### config.mk
export PLATFORM = sky130hd
export DESIGN_NAME = alu_command_sequencer
export DESIGN_NICKNAME = d
export VERILOG_FILES = /design/src/rtl/alu_seq_pkg.sv /design/src/rtl/alu_command_sequencer.sv
export SDC_FILE = /design/constraint.sdc
export NUM_CORES = 1
export LEC_CHECK = 0
export CAP_MARGIN = 40
export CORE_MARGIN = 3
export CORE_UTILIZATION = 43
export CTS_BUF_LIST = sky130_fd_sc_hd__clkbuf_4 sky130_fd_sc_hd__clkbuf_8
export DETAILED_ROUTE_END_ITERATION = 16
export GPL_ROUTABILITY_DRIVEN = 0
export PLACE_DENSITY = 0.87
export SYNTH_ARGS = -nofsm -noshare
export SYNTH_HDL_FRONTEND = slang
export SYNTH_SLANG_ARGS = --single-unit
### constraint.sdc
create_clock -name Clock -period 2.61 [get_ports Clock]
set_clock_uncertainty 0.05 [all_clocks]
set_input_delay 0.3915 -clock Clock [delete_from_list [all_inputs] [get_ports Clock]]
set_output_delay 0.3915 -clock Clock [all_outputs]
set_load 0.005 [all_outputs]
### src/rtl/alu_seq_pkg.sv
// Shared definitions for the ALU command sequencer: ALU FunSel encodings,
// flag bit positions, sequencer state encoding and the shift-code helper.
package alu_seq_pkg;

  // Low four FunSel bits select the ALU operation.
  localparam logic [3:0] FS_A    = 4'h0;
  localparam logic [3:0] FS_B    = 4'h1;
  localparam logic [3:0] FS_NOTA = 4'h2;
  localparam logic [3:0] FS_NOTB = 4'h3;
  localparam logic [3:0] FS_ADD  = 4'h4;
  localparam logic [3:0] FS_ADDC = 4'h5;
  localparam logic [3:0] FS_SUB  = 4'h6;
  localparam logic [3:0] FS_AND  = 4'h7;
  localparam logic [3:0] FS_OR   = 4'h8;
  localparam logic [3:0] FS_XOR  = 4'h9;
  localparam logic [3:0] FS_NAND = 4'hA;
  localparam logic [3:0] FS_LSL  = 4'hB;
  localparam logic [3:0] FS_LSR  = 4'hC;
  localparam logic [3:0] FS_ASR  = 4'hD;
  localparam logic [3:0] FS_CSL  = 4'hE;
  localparam logic [3:0] FS_CSR  = 4'hF;

  // FunSel bit 4 selects 32-bit operation width.
  localparam logic [4:0] FS_W32  = 5'b10000;

  // Positions inside the {Z,C,N,O} flag vector.
  localparam int FLG_Z = 3;
  localparam int FLG_C = 2;
  localparam int FLG_N = 1;
  localparam int FLG_O = 0;

  typedef enum logic [1:0] {
    S_IDLE   = 2'd0,
    S_EXEC   = 2'd1,
    S_SETTLE = 2'd2,
    S_RESP   = 2'd3
  } seq_state_t;

  // Single-bit shift/rotate codes occupy the top of the operation space.
  function automatic logic is_shift(input logic [4:0] fun_sel);
    return fun_sel[3:0] >= FS_LSL;
  endfunction

endpackage

### src/rtl/alu_command_sequencer.sv
// ALU command sequencer: takes one command per valid/ready handshake, drives
// the ALU for one cycle (or N cycles for a shift-by-N), captures the result,
// samples the ALU's registered flags one cycle later and presents both on a
// valid/ready response port.
//
// Build option: define ALU_SEQ_SHIFT_ITER_EN to repeat single-bit shift codes
// CmdCount times (minimum once). Without it, CmdCount is ignored and every
// command spends exactly one cycle in EXEC.
module alu_command_sequencer
  import alu_seq_pkg::*;
#(
  parameter int DATA_W = 32,
  parameter int CNT_W  = 5
) (
  input  logic              Clock,
  input  logic              Reset,
  input  logic              CmdValid,
  output logic              CmdReady,
  input  logic [4:0]        CmdFunSel,
  input  logic [DATA_W-1:0] CmdA,
  input  logic [DATA_W-1:0] CmdB,
  input  logic [CNT_W-1:0]  CmdCount,
  input  logic              CmdSetFlags,
  output logic [DATA_W-1:0] AluA,
  output logic [DATA_W-1:0] AluB,
  output logic [4:0]        AluFunSel,
  output logic              AluWF,
  input  logic [DATA_W-1:0] AluOut,
  input  logic [3:0]        AluFlags,
  output logic              RspValid,
  input  logic              RspReady,
  output logic [DATA_W-1:0] RspData,
  output logic [3:0]        RspFlags
);

  seq_state_t state;

`ifdef ALU_SEQ_SHIFT_ITER_EN
  // Remaining ALU passes for the command in flight (1 = current pass is last).
  logic [CNT_W-1:0] iter_q;
  logic [CNT_W-1:0] start_cnt;
  logic             set_flags_q;

  // Pass count for a newly accepted command: shifts run max(CmdCount,1) times.
  always_comb begin
    start_cnt = CNT_W'(1);
    if (is_shift(CmdFunSel) && (CmdCount != '0)) begin
      start_cnt = CmdCount;
    end
  end
`else
  // Repeat count has no meaning when every command is a single pass.
  logic unused_cmd_count;
  assign unused_cmd_count = ^CmdCount;
`endif

  assign CmdReady = (state == S_IDLE);

  // Sequencer FSM; the ALU drive signals are the operand registers themselves,
  // so they hold their last values outside EXEC.
  // NOTE: every register here uses <= so all of them update from the same
  // pre-edge values; a blocking assignment would let later statements see
  // half-updated state.
  always_ff @(posedge Clock or negedge Reset) begin
    // NOTE: all datapath registers are reset here, not just the state, because
    // the response and ALU drive values are externally visible and must read 0
    // while Reset is low.
    if (!Reset) begin
      state       <= S_IDLE;
      AluA        <= '0;
      AluB        <= '0;
      AluFunSel   <= '0;
      AluWF       <= 1'b0;
      RspValid    <= 1'b0;
      RspData     <= '0;
      RspFlags    <= '0;
`ifdef ALU_SEQ_SHIFT_ITER_EN
      iter_q      <= '0;
      set_flags_q <= 1'b0;
`endif
    end else begin
      case (state)
        S_IDLE: begin
          if (CmdValid) begin
            AluA      <= CmdA;
            AluB      <= CmdB;
            AluFunSel <= CmdFunSel;
`ifdef ALU_SEQ_SHIFT_ITER_EN
            iter_q      <= start_cnt;
            set_flags_q <= CmdSetFlags;
            // Flags may only be written on the final pass.
            AluWF       <= CmdSetFlags && (start_cnt == CNT_W'(1));
`else
            AluWF       <= CmdSetFlags;
`endif
            state <= S_EXEC;
          end
        end

        S_EXEC: begin
`ifdef ALU_SEQ_SHIFT_ITER_EN
          if (iter_q > CNT_W'(1)) begin
            // Feed the partial shift back as the next operand.
            AluA   <= AluOut;
            iter_q <= iter_q - 1'b1;
            AluWF  <= set_flags_q && (iter_q == CNT_W'(2));
          end else begin
            RspData <= AluOut;
            AluWF   <= 1'b0;
            state   <= S_SETTLE;
          end
`else
          RspData <= AluOut;
          AluWF   <= 1'b0;
          state   <= S_SETTLE;
`endif
        end

        S_SETTLE: begin
          // ALU flag register was written on the last EXEC edge and is now valid.
          RspFlags <= AluFlags;
          RspValid <= 1'b1;
          state    <= S_RESP;
        end

        S_RESP: begin
          if (RspReady) begin
            RspValid <= 1'b0;
            state    <= S_IDLE;
          end
        end

        default: state <= S_IDLE;
      endcase
    end
  end

endmodule
==> flow_summary.toml, run 1 <==
[sta]
slew_headroom = 0.6165
fmax_mhz = 461.3
setup_viol = 0
hold_viol_final = 0
layout_min_cycle_time_ns = 2.168
drv_slew = 0
rsz0062_at_grt = "false"
fin_crit_sh = 0.8305
worst_pin_slew_ns = 0.5752
fin_setup_tns_ns = 0
holdWs_ns = 0.4589

[logic_synthesis]
yosys.area.top_type_share = 0.6543
synthFlopType = "dfrtp_1"
synth_seq_area_share = 0.6543
netlist_instances = 246
yosys_warnings = 0
yosys-top-cells-count = "109 x dfrtp_1, 96 x mux2_2, 10 x mux2_4, 9 x buf_2"
syn_nets = 366
netlist_area_um2 = 4169
synth.area.top_cells = "dfrtp_1 65%, mux2_2 26%, mux2_4 3.6%"
syn_avg_cell_area_um2 = 16.95
synth-edff-count = 0
synth_cell_types = 15
async_reset_ff_frac = 1.000
ys_ff_latch = 109
yosys.area.top_type = "dfrtp_1"
synth.most_common_cell = "dfrtp_1"

[job]
maxCapViolations = 0

[routing]
vias_per_cell = 4.701
drtPass1Iterations = 4
ant_nets = 0
route.vias.total = 2835
drtIter0Drc = 59
detail_route.drc_violations = 0
wirelength_mm = 10.36
wl_per_cell_um = 17.17

[clock_network]
clk_pin_slew_worst_paths_ns = 0.10
insertion_delay_ns = 0.36
clock-sinks = 109
cts_buffers = 9
ctsRootBufferMaster = "clkbuf_8"
cts_resized = 0
cts_tree = "yes"
htree_levels = 3
clock_path_buffers = 2

[critical_path]
endpoint_kind = "primary output"
cp_max_fo = 5
path_class = "flip-flop to primary output"
cp-start-kind = "flip-flop"
crit_required_ns = 2.17
critical_path_arrival_ns = 1.73

[floorplanning]
core_area_um2 = 9328
io_pins = 223
die_area_um2 = 10910
die_h_um = 104.5
die_w_um = 104.5
rows = 35
start_util = 0.4469

[global_routing]
grt_pass1_wl_mm = 16.95
antenna_found_initial = 0
grt_max_degree = 44
grt_overflow = 0
grt_pass1_vias = 3198
grt_use_total = 0.1951

[layout]
fin_cells = 603
syn_to_final_growth_pct = 60.65
seq_area_um2 = 2728
drive_gt1_frac = 0.2722
stdcell_area_um2 = 6698
nets = 589
nFillCells = 659
multiInputGateArea_um2 = 1360
num_antenna_cells = 0

[place]
place_inst = 586
port_buffers = 217
hpwl_mm = 8.035
place_area_um2 = 6513

[power]
vdd_ir_drop_max_mv = 0.5866
power_per_cell_area_nw_per_um2 = 1134
power.leakage_nw = 2.840

[min_path]
worstHoldPathType = "flip-flop to flip-flop"

[run_status]
outcome = "finished clean"
## final cells by class
class | instances | share of cell area
Clock buffer | 11 | 0.02074
Tap cell | 129 | 0.02410
Clock inverter | 5 | 0.005418
Multi-Input combinational cell | 121 | 0.2031
Inverter | 5 | 0.002802
Timing Repair Buffer | 223 | 0.3366
Sequential cell | 109 | 0.4072
## metrics by stage
step           worst slack (ns)  power [mW]    util
6_report                 0.4424       7.595  0.7180
5_1_grt                  0.3444       8.075  0.7180
4_1_cts                  0.4096       7.705  0.7180
3_5_place_dp             0.5412       6.758  0.6982
3_3_place_gp             0.5713       6.595  0.6982
2_1_floorplan             1.099       4.480       -
## placed cells by master (no fill, tap or decap)
cell type	count
o21ai_0	1
nor2_1	2
ha_1	5
buf_4	3
o22ai_1	2
dlygate4sd3_1	1
nand2_4	1
nand3b_1	1
mux2_4	10
clkbuf_4	2
clkdlybuf4s50_1	216
clkbuf_8	9
dfrtp_1	109
buf_12	3
mux2_2	96
mux2i_1	1
inv_1	5
inv_6	1
a31oi_1	1
nor2b_1	1
clkinv_4	2
clkinv_2	2
## final timing paths
kind                                       from              endpoint  slack (ns)  cells past startpoint
min in group asynchronous                 Reset  AluA[10]$_DFFE_PN0P_        0.50                      2
hold reg to reg             AluA[1]$_DFFE_PN0P_   AluA[1]$_DFFE_PN0P_        0.46                      1
setup / recovery           state[0]$_DFFE_PN0P_              CmdReady        0.44                      3
hold / removal              AluA[1]$_DFFE_PN0P_   AluA[1]$_DFFE_PN0P_        0.46                      1
setup reg to reg           state[0]$_DFFE_PN0P_  AluA[26]$_DFFE_PN0P_        0.77                      5
max in group asynchronous                 Reset  AluB[29]$_DFFE_PN0P_        1.23                      3
## sequential cells by signal, indices dropped and copies added (netlist names)
signal     cells
RspFlags       4
RspValid       1
AluWF          1
AluA          32
AluFunSel      5
AluB          32
state          2
RspData       32
## timing repair
| item | 4_1_cts | 5_1_grt |
|---|---|---|
| hold buffers | 1 | 0 |
| endpoints found under the setup margin | 0 | 0 |
| hold endpoints to repair | 41 | 0 |
| setup buffers | 0 | 0 |
## logic make-up (layout without fill, tap and decap cells)
| logic type | Yosys count | count (layout) | share of synthesized area |
|---|---|---|---|
| flip-flops | 109 | 109 | 0.6543 |
| multiplexers | 107 | 107 | 0.2977 |
| buffers and inverters | 16 | 244 | 0.02071 |
| adder cells (fa/ha/maj) | 5 | 5 | 0.01501 |
| AND/OR/NAND/NOR | 5 | 5 | 0.006606 |
| AO/OA/AOI/OAI | 4 | 4 | 0.005702 |
## critical path, cell delays in order (launching register included)
cell and delay [ns]:
dfrtp_1 0.42, inv_1 0.14, ha_1 0.27, clkdlybuf4s50_1 0.55
## metal layers
layer	share of wire	track usage	up-vias
li1	-	-	1300
met1	0.38	0.2196	1405
met2	0.53	0.3575	118
met3	0.076	0.05214	12
met4	0.014	0.06173	0
met5	0	0	-
## report_power, final
group	internal, mW	leakage, nW	total [mW]	switching [mW]
combinational	2.56	1.46	3.66	1.10
clock	0.374	0.0945	0.940	0.566
sequential	2.56	1.28	3.00	0.439
total	5.49	2.84	7.60	2.10
No activity file was read; power rests on OpenSTA's default activity.
==> inputs of run 2 (changes only) <==
Settings changed: CORE_UTILIZATION 43 to 40, PLACE_DENSITY 0.87 to 0.82.
Clock period 2.61 ns to 2.12 ns, I/O delays scaled along.
==> flow_summary.toml, run 2 (same netlist as run 1, synthesis figures left out) <==
[routing]
ant_nets = 0
drtIter0Drc = 79
wirelength_mm = 10.28
detail_route.drc_violations = 0
drtPass1Iterations = 4
route.vias.total = 2813
vias_per_cell = 4.642
wl_per_cell_um = 16.96

[critical_path]
path_cells = "inv_1 > ha_2 > clkdlybuf4s50_1"
path_depth = 3
cp-start-kind = "flip-flop"
r2r.worst_path.cells = 5
cp_max_fo = 5
endpoint_kind = "primary output"
cpPeakStageDelay_ns = 0.52
crit_buf_inv = 2
critical_path_arrival_ns = 1.68
crit_required_ns = 1.75
cp_slowest_cell = "clkdlybuf4s50_1"
path_class = "flip-flop to primary output"
path_delay_family = "buffers and inverters"

[clock_network]
cts_buffers = 9
ctsRootBufferMaster = "clkbuf_8"
htree_levels = 3
post_cts.repair.setup_buffers = 0
cts_tree = "yes"
clock-sinks = 109
clk_pin_slew_worst_paths_ns = 0.10
insertion_delay_ns = 0.36
clock_path_buffers = 2

[floorplanning]
core_area_um2 = 9955
die_area_um2 = 11680
die_h_um = 108.1
start_util = 0.4188
die_w_um = 108.1
io_pins = 223
rows = 36

[layout]
syn_to_final_growth_pct = 60.89
layout_common_cells = "216 x clkdlybuf4s50_1, 109 x dfrtp_1, 96 x mux2_2, 10 x mux2_4, 10 x clkbuf_8"
nets = 589
fin_cells = 606
num_antenna_cells = 0
reg.largest.list = "AluA x32, AluB x32, RspData x32"
mostFrequentLayoutCell = "clkdlybuf4s50_1"
drive_gt1_frac = 0.2727
final_util = 0.6738

[global_routing]
grt.busiest_layer = "met2"
grt_use_total = 0.1794
gr-usage-met1 = 0.2020
met3_usage = 0.04955
grt_pass1_wl_mm = 15.95
grt_max_degree = 44
grt_pass1_vias = 3049
grt_overflow = 0
met2_usage = 0.3210
antenna_found_initial = 0

[min_path]
worstHoldPathType = "input pin to asynchronous set/reset pin"

[sta]
fin_setup_tns_ns = 0
drv_slew = 0
fmax_mhz = 489.4
hold_viol_final = 0
layout_min_cycle_time_ns = 2.043
worst_pin_slew_ns = 0.5313
setup_viol = 0
slew_headroom = 0.6458
rsz0062_at_grt = "false"
fin_crit_sh = 0.9639

[job]
maxCapViolations = 0

[power]
vdd_ir_drop_max_mv = 0.7466
power.leakage_nw = 2.837
power_per_cell_area_nw_per_um2 = 1385

[run_status]
outcome = "finished clean"

[place]
hpwl_mm = 8.012
port_buffers = 217
place_inst = 590
run 2: cell count changes in the layout (fill, tap and decap cells not counted), sizes merged:
cell      previous run  this run
clkbuf              11        10
clkinvlp             0         1
inv                  6         5
run 2: power breakdown:
part / leakage (nW) / internal [mW] / total [mW] / switching (mW)
Sequential: 1.28 / 3.15 / 3.67 / 0.522
Combinational: 1.47 / 3.16 / 4.51 / 1.35
Clock: 0.0877 / 0.445 / 1.11 / 0.664
run 2: what timing repair did:
action                                  in CTS  in global routing
endpoints found under the hold margin       37                  0
resized for setup                            0                  1
hold buffers                                 1                  0
endpoints found under the setup margin       0                  1
run 2: cell type report:
cell class,count,area (um2)
clock buffer,10,137.6
tap,133,166.4
sequential,109,2728
clock inverter,5,27.53
inverter,5,18.77
fill,728,3247
multi-input combinational,121,1363
timing repair buffer,223,2267
run 2: final timing paths:
path | start | to | slack (ns)
hold reg to reg | AluA[26]$_DFFE_PN0P_ | AluA[26]$_DFFE_PN0P_ | 0.46
setup reg to reg | state[0]$_DFFE_PN0P_ | AluB[11]$_DFFE_PN0P_ | 0.40
hold / removal | Reset | AluA[10]$_DFFE_PN0P_ | 0.41
setup / recovery | state[0]$_DFFE_PN0P_ | CmdReady | 0.08
min in group Clock | AluA[26]$_DFFE_PN0P_ | AluA[26]$_DFFE_PN0P_ | 0.46
max in group asynchronous | Reset | AluA[7]$_DFFE_PN0P_ | 0.98
run 2: stage by stage:
step / area (um2) / total power [mW] / hold WS [ns] / setup slack (ns)
floorplan: 4169 / 5.515 / -0.02759 / 0.6086
global placement: 6530 / 8.118 / 0.2851 / 0.2763
global route: 6708 / 9.895 / 0.4466 / 0.006077
detailed placement: 6530 / 8.292 / 0.2852 / 0.2537
CTS: 6705 / 9.431 / 0.4234 / 0.02121
finish: 6708 / 9.290 / 0.4140 / 0.07652
run 2: worst register-to-register path, stage by stage, from the launching register on:
cell,delay (ns)
dfrtp_1,0.38
inv_1,0.10
ha_1,0.26
nand2_4,0.21
buf_12,0.24
mux2_2,0.37
run 2: metal layers:
layer	part of all wire	wire length [um]	vias to the layer above
met2	0.54	5539	114
met4	0.020	210	0
met1	0.36	3679	1382
met3	0.083	848	14
li1	-	-	1303
met5	0	0	-
==> inputs of run 3 (changes only) <==
Settings changed: CORE_MARGIN 3 to default, CTS_CLUSTER_DIAMETER from default to 100.
==> flow_summary.toml, run 3 (same netlist as run 1, synthesis figures left out) <==
[global_routing]
grt_use_total = 0.1912
grt_max_degree = 69
grt_overflow = 0
grt_pass1_wl_mm = 16.16
antenna_found_initial = 0
grt_pass1_vias = 3151

[critical_path]
r2r.worst_path.cells = 5
reg2reg_slack_ns = 0.45
critical_path_arrival_ns = 1.66
cp-start-kind = "flip-flop"
r2r-end = "AluB[11]$_DFFE_PN0P_"
r2r_start = "state[0]$_DFFE_PN0P_"
endpoint_kind = "primary output"
cp_max_fo = 5
crit_required_ns = 1.75
path_class = "flip-flop to primary output"
startpoint = "state[0]$_DFFE_PN0P_"

[sta]
setup_viol = 0
worst_slack_ns = 0.09683
hold_viol_final = 0
layout_min_cycle_time_ns = 2.023
drv_slew = 0
worst_pin_slew_ns = 0.5239
slew_headroom = 0.6508
rsz0062_at_grt = "false"
fin_setup_tns_ns = 0
fmax_mhz = 494.3
fin_crit_sh = 0.9543

[clock_network]
insertion_delay_ns = 0.35
clock-sinks = 109
clock_path_buffers = 2
htree_levels = 3
ctsRootBufferMaster = "clkbuf_8"
clk_pin_slew_worst_paths_ns = 0.09
cts_buffers = 9
post_cts.repair.setup_buffers = 0
cts_tree = "yes"

[job]
maxCapViolations = 0

[layout]
mostFrequentLayoutCell = "clkdlybuf4s50_1"
nets = 589
layout_common_cells = "216 x clkdlybuf4s50_1, 109 x dfrtp_1, 96 x mux2_2, 10 x mux2_4, 9 x clkbuf_8"
reg.largest.list = "AluA x32, AluB x32, RspData x32"
seq_area_um2 = 2728
nFillCells = 737
syn_to_final_growth_pct = 60.98
num_antenna_cells = 0
multiInputGateArea_um2 = 1373
drive_gt1_frac = 0.2712
final_util = 0.6742

[place]
dp_slack_ns = 0.3305
port_buffers = 217
hpwl_mm = 7.407

[routing]
vias_per_cell = 4.716
route.vias.total = 2853
detail_route.drc_violations = 0
ant_nets = 0
wl_per_cell_um = 16.28
wirelength_mm = 9.847
drtIter0Drc = 40
drtPass1Iterations = 4

[min_path]
worstHoldPathType = "input pin to asynchronous set/reset pin"

[run_status]
outcome = "finished clean"

[floorplanning]
die_area_um2 = 10830
start_util = 0.4188
core_area_um2 = 9955
io_pins = 223
rows = 36
die_h_um = 104.1
die_w_um = 104.1

[power]
p_switching_mw = 2.523
power_per_cell_area_nw_per_um2 = 1389
power.leakage_nw = 2.832
p_int_mw = 6.796
p_seq_frac = 0.396
combPwrFrac = 0.487
vdd_ir_drop_max_mv = 0.7241
clkPwrFrac = 0.116
switching_share = 0.2708
[run 3: per-stage QoR]
stage                     area (um2)  total power [mW]  hold slack, ns  std cells
after floorplan                 4169             5.515        -0.02759        246
after global routing            6711             9.911          0.4795        605
after detailed placement        6530             8.324          0.3165        590
final                           6711             9.319          0.4515        605
after CTS                       6699             9.446          0.4630        605
after global placement          6530             8.121          0.3060        590
[run 3: worst max path at each step]
stage | cells after the start | endpoint
after floorplan | 6 | AluA[10]$_DFFE_PN0P_
after CTS | 3 | CmdReady
after detailed placement | 4 | AluB[2]$_DFFE_PN0P_
final | 3 | CmdReady
after global routing | 3 | CmdReady
after global placement | 4 | AluFunSel[1]$_DFFE_PN0P_
[run 3: cell type report]
class | instances | share of cell area
multi-input combinational | 121 | 0.2045
clock buffer | 12 | 0.02181
sequential | 109 | 0.4064
timing repair buffer | 223 | 0.3378
inverter | 5 | 0.002796
clock inverter | 2 | 0.001864
tap | 133 | 0.02479
[run 3: per-layer routing]
| metal | vias to the layer above | share of wire | GRT usage |
|---|---|---|---|
| li1 | 1295 | - | - |
| met3 | 14 | 0.077 | 0.06579 |
| met2 | 124 | 0.53 | 0.3438 |
| met1 | 1420 | 0.38 | 0.2080 |
| met4 | 0 | 0.019 | 0.06837 |
| met5 | - | 0 | 0 |
[run 3: worst max-delay path: stages (launching register included)]
cell	delay, ns
dfrtp_1	0.42
inv_1	0.17
ha_4	0.19
clkdlybuf4s50_1	0.52
[run 3: what timing repair did]
item,in CTS,in global routing
hold buffers,1,0
gates resized for setup,0,2
endpoints found under the setup margin,0,1
endpoints found under the hold margin,92,0
[run 3: power groups by stage]
stage                     combinational (mW)  sequential [mW]  clock [mW]
after floorplan                         1.73             3.78           0
after CTS                               4.59             3.71        1.15
final                                   4.54             3.69        1.08
after global placement                  4.47             3.65           0
after global routing                    4.85             3.85        1.21
after detailed placement                4.57             3.75           0
